### config.mk
export PLATFORM = sky130hd
export DESIGN_NAME = instr_issue_seq
export DESIGN_NICKNAME = d
export VERILOG_FILES = /design/src/rtl/instr_issue_seq.sv
export SDC_FILE = /design/constraint.sdc
export NUM_CORES = 1
export LEC_CHECK = 0
export BUFFER_PORTS_ARGS = -buffer_cell sky130_fd_sc_hd__buf_2
export CORE_MARGIN = 2
export CORE_UTILIZATION = 51
export CTS_CLUSTER_DIAMETER = 30
export DETAILED_ROUTE_END_ITERATION = 10
export PLACE_DENSITY_LB_ADDON = 0.25
export SLEW_MARGIN = 10
export SYNTH_ARGS = -nofsm -noshare
export SYNTH_HDL_FRONTEND = slang
export SYNTH_SLANG_ARGS = --single-unit
### constraint.sdc
create_clock -name clk -period 4.6 [get_ports clk]
set_input_delay 0.46 -clock clk [delete_from_list [all_inputs] [get_ports clk]]
set_output_delay 0.46 -clock clk [all_outputs]
set_load 0.02 [all_outputs]
### src/rtl/instr_issue_seq.sv
// Fetch/issue sequencer: reads opcode/operand pairs from the program ROM and issues one bus command per instruction.
// Optional ISSUE_RETIRE_COUNT_EN adds a 16-bit retired-instruction counter output.
module instr_issue_seq #(
    parameter int                    DATA_WIDTH = 16,
    parameter int                    ROM_AW     = 8,
    parameter logic [DATA_WIDTH-1:0] HALT_WORD  = 16'hFFFF
) (
    input  logic                  clk,
    input  logic                  reset,
    input  logic                  run,
    output logic [ROM_AW-1:0]     rom_addr,
    input  logic [DATA_WIDTH-1:0] rom_data,
    input  logic [DATA_WIDTH-1:0] bus_data,
    output logic [DATA_WIDTH-1:0] opcode,
    output logic [DATA_WIDTH-1:0] operand,
    output logic                  read_enable,
    output logic                  write_enable,
    output logic [ROM_AW-1:0]     pc,
`ifdef ISSUE_RETIRE_COUNT_EN
    output logic [15:0]           retired_count,
`endif
    output logic                  busy,
    output logic                  halted
);

    localparam logic [3:0] CLS_RAM  = 4'h4;
    localparam logic [3:0] CLS_ROM  = 4'h3;
    localparam logic [3:0] CLS_REG  = 4'h9;
    localparam logic [3:0] CLS_PC   = 4'h7;
    localparam logic [3:0] OP_WRITE = 4'h1;
    localparam logic [3:0] OP_READ  = 4'h2;

    typedef enum logic [2:0] {
        S_IDLE,
        S_F0,
        S_F1,
        S_F2,
        S_EXEC,
        S_HALT
    } state_t;

    state_t                r_state;
    state_t                w_next_state;
    logic [ROM_AW-1:0]     r_pc;
    logic [DATA_WIDTH-1:0] r_opcode;
    logic [DATA_WIDTH-1:0] r_operand;

    logic [3:0]            w_cls;
    logic [3:0]            w_op;
    logic                  w_mem_class;
    logic                  w_is_pc;
    logic                  w_is_halt;
    logic                  w_wr_cmd;
    logic                  w_rd_cmd;

    assign w_cls       = r_opcode[DATA_WIDTH-1 -: 4];
    assign w_op        = r_opcode[DATA_WIDTH-5 -: 4];
    assign w_mem_class = (w_cls == CLS_RAM) || (w_cls == CLS_ROM) || (w_cls == CLS_REG);
    assign w_is_pc     = (w_cls == CLS_PC);
    assign w_is_halt   = (r_opcode == HALT_WORD);
    assign w_wr_cmd    = w_mem_class && (w_op == OP_WRITE) && !w_is_halt;
    assign w_rd_cmd    = ((w_mem_class && (w_op == OP_READ)) || w_is_pc) && !w_is_halt;

    // NOTE: clocked state uses non-blocking assignments so every register samples pre-edge values.
    always_ff @(posedge clk) begin
        if (!reset) begin
            r_state <= S_IDLE;
        end else begin
            r_state <= w_next_state;
        end
    end

    // NOTE: assign a default first so no path through the case leaves w_next_state unassigned (no latch).
    always_comb begin
        w_next_state = r_state;
        case (r_state)
            S_IDLE:  if (run) w_next_state = S_F0;
            S_F0:    w_next_state = S_F1;
            S_F1:    w_next_state = S_F2;
            S_F2:    w_next_state = S_EXEC;
            S_EXEC: begin
                if (w_is_halt)  w_next_state = S_HALT;
                else if (run)   w_next_state = S_F0;
                else            w_next_state = S_IDLE;
            end
            S_HALT:  w_next_state = S_HALT;
            default: w_next_state = S_IDLE;
        endcase
    end

    // Operand word sits one address past the opcode; the ROM answers one cycle after the address.
    always_comb begin
        rom_addr     = r_pc;
        read_enable  = 1'b0;
        write_enable = 1'b0;
        busy         = 1'b1;
        halted       = 1'b0;
        case (r_state)
            S_IDLE: busy = 1'b0;
            S_F1:   rom_addr = r_pc + ROM_AW'(1);
            S_EXEC: begin
                read_enable  = w_rd_cmd;
                write_enable = w_wr_cmd;
            end
            S_HALT: begin
                busy   = 1'b0;
                halted = 1'b1;
            end
            default: ;
        endcase
    end

    always_ff @(posedge clk) begin
        if (!reset) begin
            r_pc      <= '0;
            r_opcode  <= '0;
            r_operand <= '0;
        end else begin
            case (r_state)
                S_F1: r_opcode  <= rom_data;
                S_F2: r_operand <= rom_data;
                S_EXEC: begin
                    if (w_is_halt)    r_pc <= r_pc;
                    else if (w_is_pc) r_pc <= bus_data[ROM_AW-1:0];
                    else              r_pc <= r_pc + ROM_AW'(2);
                end
                default: ;
            endcase
        end
    end

`ifdef ISSUE_RETIRE_COUNT_EN
    logic [15:0] r_retired;

    always_ff @(posedge clk) begin
        if (!reset) begin
            r_retired <= '0;
        end else if (r_state == S_EXEC) begin
            r_retired <= r_retired + 16'd1;
        end
    end

    assign retired_count = r_retired;
`endif

    assign pc      = r_pc;
    assign opcode  = r_opcode;
    assign operand = r_operand;

endmodule

Word level (Yosys, flattened, before mapping)

Cells that the tools add are included.

Word-level logic and storage cells: 41
Bits of input ports: 35
Output and inout port bits: 52
Register bits: 43

Eq/ne operators: 13
Reduce and logical (&&, ||, !) cells: 11
Bitwise gates (word level): 1
Add/subtract/negate cells: 2
Multiplexer cells: 10

Operator list:

| cell                                                                  | number |
|---|---|
| 3-bit one-hot mux with 6 select lines                                 | 1 |
| 16-bit equality test, second input constant                           | 1 |
| 8-bit 2-to-1 mux                                                      | 2 |
| 8-bit by 1-bit adder with 8-bit output, second input constant         | 1 |
| 8-bit by 2-bit adder with 8-bit output, second input constant         | 1 |
| 4-bit by 2-bit equality test with 1-bit output, second input constant | 2 |
| 4-bit by 3-bit equality test with 1-bit output, second input constant | 2 |
| 3-bit by 2-bit equality test with 1-bit output, second input constant | 2 |
| 3-bit equality test, second input constant                            | 2 |
| 3-bit 2-to-1 mux                                                      | 2 |
| 1-bit 2-to-1 mux                                                      | 5 |
| 4-bit by 1-bit equality test with 1-bit output, second input constant | 1 |
| 4-bit equality test, second input constant                            | 1 |
| 1-bit logical AND                                                     | 4 |
| 3-bit by 1-bit equality test with 1-bit output, second input constant | 1 |
| 3-bit logical NOT                                                     | 1 |
| 1-bit logical OR                                                      | 3 |
| 2-bit != test, second input constant                                  | 1 |
| 2-bit AND reduction                                                   | 1 |
| 2-bit OR reduction                                                    | 1 |
| 1-bit logical NOT                                                     | 1 |
| 1-bit NOT                                                             | 1 |

Depth between registers and ports, before layout

Gate-level depths: netlist of run 1.

Depth after elaboration: 7
Gate-level depth with buffers: 7
Depth with buffers taken out: 6

Worst setup path after synthesis of run 1

OpenSTA, ideal clock, no wires.

Path kind: reg-to-output
Start point: register r_state[1]
End point: output write_enable
Path buffers: 1
Cell stages (with the launch flop): 6
Data required time: 4.140 ns
Arrival time: 1.682 ns
Setup slack: 2.458 ns
Path through: dfxtp_1 and2b_1 and2b_1 nand2b_1 buf_2 nor4b_1

Longest elaborated chain between the ends: 2

Ends and longest elaborated chain:

| item                   | RTL line | source |
|---|---|---|
| start, declared        | 42       | `state_t r_state;` |
| start signal, assigned | 69       | `r_state <= w_next_state;` |
| 3-bit equality test    | 98       | `case (r_state)` |
| 1-bit 2-to-1 mux       | 98       |  |
| end, declared          | 17       | `output logic write_enable,` |

Every way passes these cells.

Worst setup path after layout of run 1

Start point: register r_state[1]
End point: output rom_addr[6]

Longest elaborated chain between the ends: 2

Ends and longest elaborated chain:

| item                                           | RTL line | source |
|---|---|---|
| 3-bit by 2-bit equality test with 1-bit output | 98       |  |
| 8-bit 2-to-1 mux                               | 98       |  |
| end, declared                                  | 11       | `output logic [ROM_AW-1:0] rom_addr,` |

Every way passes these cells.

==> results.yml, run 1 <==
cells_and_area:
  drive_gt1_frac: 0.261
  fillers: 363
  antenna_cells: 0
  syn_to_final_growth_pct: 23.7
  final_common_cell: "nand2_1"
  layout_common_cells: "nand2_1 (82), buf_2 (78), dfxtp_1 (43)"
  stdcell_area_um2: 2550
  final_nets: 366
clocking:
  root_buffer: "clkbuf_8"
  clock_latency_ps: 290
  clk_pin_slew_worst_paths_ps: 70
  post_cts_resized: 0
  htree_num_levels: 2
  cts_hold_buf: 0
  clkSinkCount: 43
  cts.repair_timing.setup_buffer_count: 0
  cts_tree: "built"
  clockBufferDepth: 2
  numCtsBuffers: 5
route:
  vias_per_cell: 5.19
  wl_um: 4780
  vias: 1968
  drtIter0Drc: 99
  wire_per_inst_um: 12.6
  dr.pass1.iters: 4
  final_antenna_net_count: 0
  drc: 0
grt:
  grt_max_degree: 44
  grt_use_total: 0.221
  grt_pass1_wl_um: 7670
  grt_antenna_before_repair: 0
  overflow: 0
  grt_pass1_vias: 1680
place:
  place.gp.congestion: 0.803
  place_ws_ps: 1850
  portBuffers: 78
  place_area_um2: 2440
  hpwlAfterDp_um: 3480
synthesis:
  synth-edff-count: 0
  syn_nets: 297
  synthDistinctLibCells: 33
  yosys_warnings: 0
  synth_area_um2: 2060
  synth-async-reset-ratio: 0
  ys_top_cells_by_area: "dfxtp_1 (42%), nand2_1 (15%), a21boi_0 (12%)"
  yosys.area.top_type_share: 0.418
  yosysTopAreaCell: "dfxtp_1"
  syn_inst: 260
  avgSynthCellArea_um2: 7.92
  ys.flop_type: "dfxtp_1"
  ys_ff_latch: 43
  ys_seq_area_frac: 0.418
status:
  status: "finished clean"
critical_path:
  critPathRequiredTime_ps: 4140
  crit_path_start_kind: "flop"
  critPathCaptureType: "primary output"
  cp_max_fo: 12
  criticalPathCategory: "reg2out"
  critical_path_arrival_ps: 2640
pwr:
  power.density_nw_per_um2: 320
  seqPwrFrac: 0.506
  power.net_switching_mw: 0.216
  peakVddDrop_uv: 159
  p_clk_frac: 0.341
  power_leakage_nw: 1.07
  intPower_mw: 0.598
  p_total_mw: 0.814
  comb_power_share: 0.153
  switching_share: 0.266
timing:
  finalCriticalPeriod_ps: 3100
  max_freq_ghz: 0.323
  setup-tns-final_ps: 0
  setup-violations-final: 0
  hold_viol_final: 0
  worst_slack_ps: 1500
  fin_crit_sh: 0.673
  tightest_slew_ps: 845
  slew_headroom: 0.436
  finClkSkew_ps: 4.01
  rsz0062_at_grt: "no"
  drv_slew: 0
floorplanning:
  ios: 87
  die_y_um: 67.5
  die_area_um2: 4560
  initial_utilization: 0.522
  num_rows: 23
  core_um2: 3940
  die_x_um: 67.5
job:
  maxCapViolCount: 0
min_path:
  hold_path.class: "in2reg"
## per-stage QoR
stage | hold slack (ps) | std cells | utilization
floorplan | 481 | 260 | -
global placement | 449 | 372 | 0.620
detailed placement | 455 | 372 | 0.620
CTS | 413 | 379 | 0.646
global route | 429 | 379 | 0.646
finish | 417 | 379 | 0.646
## kinds of logic (layout without fill, tap and decap cells)
group	after synthesis	count (layout)	synth area share
AOI/OAI and AO/OA	53	53	0.183
xor gates and xnor gates	9	9	0.0383
adders and majority gates	2	2	0.0122
buffers and inverters	18	87	0.0383
DFF	43	43	0.418
muxes	4	4	0.0195
and+or+nand+nor	131	131	0.291
## final cells by class
type / count / area (um2) / area share
Inverter: 1 / 3.75 / 0.00147
Tap cell: 50 / 62.6 / 0.0246
Clock inverter: 1 / 30.0 / 0.0118
Clock buffer: 6 / 72.6 / 0.0285
Sequential cell: 43 / 861 / 0.338
Multi-Input combinational cell: 199 / 1120 / 0.439
Timing Repair Buffer: 79 / 398 / 0.156
## path summary, 6_finish.rpt
path,start,to,slack (ps),depth (start not counted)
worst max-delay path,r_state[1],rom_addr[6],1500,7
worst min-delay path,rom_data[13],opcode[13],420,3
worst max register to register,r_state[1],opcode[2],2570,5
worst min register to register,operand[0],operand[0],460,2
## critical path, stage by stage (launching register included)
cell     delay (ps)
dfxtp_1         430
nor2b_1         280
nor2b_1         720
buf_4           310
nand4_1         150
nor2_1          140
xor2_1          140
buf_2           170
## registers in the layout, summed over array words and instances, names as in the netlist
name / cells
r_state: 3
opcode: 16
pc: 8
operand: 16
## power groups by stage
| stage | Combinational, mW | Sequential (mW) | Clock [mW] |
|---|---|---|---|
| floorplan | 0.0657 | 0.434 | 0 |
| global placement | 0.124 | 0.419 | 0 |
| detailed placement | 0.126 | 0.420 | 0 |
| CTS | 0.126 | 0.412 | 0.284 |
| global route | 0.138 | 0.415 | 0.297 |
| finish | 0.125 | 0.412 | 0.277 |
## routing by layer
layer,up-vias,GRT usage,share of wire
li1,1010,-,-
met1,893,0.283,0.46
met2,58,0.366,0.46
met3,7,0.0483,0.064
met4,0,0.0765,0.013
met5,-,0,0
## cell usage after synthesis (4+ instances only)
| cell | n |
|---|---|
| nand2_1 | 82 |
| dfxtp_1 | 43 |
| a21boi_0 | 32 |
| nor2_1 | 12 |
| nand3_1 | 10 |
| buf_2 | 9 |
| clkbuf_1 | 8 |
| xnor2_1 | 7 |
| o21ai_0 | 6 |
| nand2b_1 | 5 |
| nand4_1 | 5 |
| a21boi_1 | 4 |
| mux2i_1 | 4 |
No activity file was read; power rests on OpenSTA's default activity.
==> run 2, diff against run 1 <==
--- a/config.mk
+++ b/config.mk
@@ -5,9 +5,10 @@
 export SDC_FILE = /design/constraint.sdc
 export NUM_CORES = 1
 export LEC_CHECK = 0
+export ABC_AREA = 1
 export BUFFER_PORTS_ARGS = -buffer_cell sky130_fd_sc_hd__buf_2
 export CORE_MARGIN = 2
-export CORE_UTILIZATION = 51
+export CORE_UTILIZATION = 47
 export CTS_CLUSTER_DIAMETER = 30
 export DETAILED_ROUTE_END_ITERATION = 10
 export PLACE_DENSITY_LB_ADDON = 0.25
==> constraint.sdc (replaced) <==
create_clock -name clk -period 3.1 [get_ports clk]
set_input_delay 0.31 -clock clk [delete_from_list [all_inputs] [get_ports clk]]
set_output_delay 0.31 -clock clk [all_outputs]
set_load 0.02 [all_outputs]
==> run 2 against run 1 <==
Net effect:
- register-to-register slack got worse by 1000 ps
- wire length increased by 1.3%
- final cell count increased by 9.0%
- flip-flop and latch count unchanged
- synthesized area decreased by 3.2%
- global-route usage decreased by 1.2 points
- sequential power increased by 60%
- worst hold slack got worse by 170 ps
- utilization decreased by 1.9 points
- clock power increased by 84%
- via count increased by 5.3%
==> results.yml, run 2 <==
min_path:
  hold_path.class: "in2reg"
grt:
  grt_use_total: 0.209
  grt_max_degree: 27
  grt_antenna_before_repair: 0
  overflow: 0
  grt_pass1_wl_um: 8370
  grt_pass1_vias: 1885
critical_path:
  crit_path_start_kind: "flop"
  critPathCaptureType: "primary output"
  path_buf_inv: 2
  criticalPathCategory: "reg2out"
  worstPathCellList: "inv_2 > nor2_4 > nand2_2 > nor2_2 > nand3_1 > nor2_1 > xor2_1 > buf_2"
  slowest_delay_ps: 380
  critPathRequiredTime_ps: 2790
  slowest_stage: "dfxtp_1"
  critical_path_arrival_ps: 2160
  cp_top_family: "simple AND/OR/NAND/NOR gates"
  cp_max_fo: 26
route:
  vias: 2072
  drtIter0Drc: 101
  dr.pass1.iters: 4
  wire_per_inst_um: 11.7
  vias_per_cell: 5.02
  final_antenna_net_count: 0
  wl_um: 4840
  drc: 0
synthesis:
  synth_xor_area_frac: 0.0220
  synth_common_cells: "nand2_1 (62), nor2_1 (54), dfxtp_1 (43), a21oi_1 (26), o21ai_0 (26)"
  yosys_warnings: 0
  synthSimpleGateAreaFrac: 0.318
  synth_top_family_by_area: "simple AND/OR/NAND/NOR gates"
  ys_ff_latch: 43
  ys_top_cells_by_area: "dfxtp_1 (43%), nand2_1 (12%), nor2_1 (10%)"
  synthDistinctLibCells: 27
  yosysTopAreaCell: "dfxtp_1"
  synth-compound-area-share: 0.155
  ys_seq_area_frac: 0.432
  ys.flop_type: "dfxtp_1"
  synth_fa_ha_area_frac: 0.0126
  avgSynthCellArea_um2: 6.92
  synth-async-reset-ratio: 0
  syn_inst: 288
  synth-edff-count: 0
  syn_nets: 325
  yosys.area.top_type_share: 0.432
  synth_area_um2: 1990
  yosysMostFrequentCell: "nand2_1"
  synthMuxAreaShare: 0
clocking:
  clockBufferDepth: 2
  htree_num_levels: 2
  clk_pin_slew_worst_paths_ps: 80
  numCtsBuffers: 5
  clock_latency_ps: 290
  cts_tree: "built"
  cts_hold_buf: 0
  root_buffer: "clkbuf_8"
  clkSinkCount: 43
  post_cts_resized: 0
  cts.repair_timing.setup_buffer_count: 0
cells_and_area:
  drive_gt1_frac: 0.262
  stdcell_area_um2: 2530
  final_nets: 399
  syn_to_final_growth_pct: 26.8
  fillers: 401
  layout_common_cells: "buf_2 (78), nand2_1 (62), nor2_1 (54)"
  final_common_cell: "buf_2"
  fin_cells: 413
  antenna_cells: 0
place:
  dpl.cell_count: 405
  hpwlAfterDp_um: 3560
  place.gp.congestion: 0.812
  place_area_um2: 2390
  portBuffers: 78
timing:
  finalCriticalPeriod_ps: 2470
  setup-tns-final_ps: 0
  drv_slew: 0
  holdWs_ps: 251
  fin_crit_sh: 0.797
  tightest_slew_ps: 522
  hold_viol_final: 0
  finClkSkew_ps: 2.21
  setup-violations-final: 0
  max_freq_ghz: 0.405
  slew_headroom: 0.650
  rsz0062_at_grt: "no"
floorplanning:
  core_um2: 4030
  die_x_um: 69.1
  initial_utilization: 0.494
  ios: 87
  die_area_um2: 4770
  num_rows: 23
  die_y_um: 69.1
pwr:
  power_leakage_nw: 1.23
  power.density_nw_per_um2: 604
  p_total_mw: 1.53
  peakVddDrop_uv: 379
status:
  status: "finished clean"
job:
  maxCapViolCount: 0
-- run 2: final cells by class --
| cell class | instances | area [um2] | area share |
|---|---|---|---|
| Tap cell | 50 | 62.6 | 0.0248 |
| Sequential cell | 43 | 861 | 0.341 |
| Timing Repair Buffer | 78 | 390 | 0.155 |
| Clock inverter | 2 | 60.1 | 0.0238 |
| Clock buffer | 6 | 72.6 | 0.0287 |
| Inverter | 18 | 67.6 | 0.0267 |
| Multi-Input combinational cell | 216 | 1010 | 0.401 |
-- run 2: per-stage QoR --
| step | utilization | setup slack (ps) |
|---|---|---|
| 2_1_floorplan | - | 1320 |
| 3_3_place_gp | 0.594 | 980 |
| 3_5_place_dp | 0.594 | 942 |
| 4_1_cts | 0.627 | 603 |
| 5_1_grt | 0.627 | 363 |
| 6_report | 0.627 | 629 |
-- run 2: worst reg2reg max path: cells and delay by family, from the launching register on --
| family | cells | cell delay (ps) |
|---|---|---|
| AND/OR/NAND/NOR | 3 | 870 |
| flip-flops | 1 | 380 |
| AO/OA/AOI/OAI | 1 | 150 |
| buffers and inverters | 1 | 70 |
-- run 2: logic make-up (layout without fill, tap and decap cells) --
logic type               after synthesis  count (layout)
XOR/XNOR                               5               5
adder cells (fa/ha/maj)                2               2
buffers and inverters                 29             104
AND/OR/NAND/NOR                      150             150
AO/OA/AOI/OAI                         59              59
flip-flops                            43              43
-- run 2: path summary, 6_finish.rpt --
| kind | startpoint | endpoint | slack [ps] | cells after the start |
|---|---|---|---|---|
| max | r_state[1] | rom_addr[6] | 630 | 8 |
| min | rom_data[8] | operand[8] | 250 | 3 |
| max reg2reg | r_state[1] | r_state[0] | 1560 | 5 |
| min reg2reg | opcode[6] | opcode[6] | 480 | 2 |
-- run 2: per-layer routing --
metal | share of wire | global-route usage
met1 | 0.45 | 0.262
met3 | 0.068 | 0.0424
met2 | 0.47 | 0.356
met5 | 0 | 0
met4 | 0.013 | 0.0763
-- run 2: report_power, final --
group          switching, mW  leakage [nW]  internal (mW)  total [mW]
clock                  0.188        0.0654          0.322       0.510
sequential            0.0485         0.349          0.612       0.661
combinational          0.238         0.817          0.117       0.355
total                  0.474          1.23           1.05        1.53
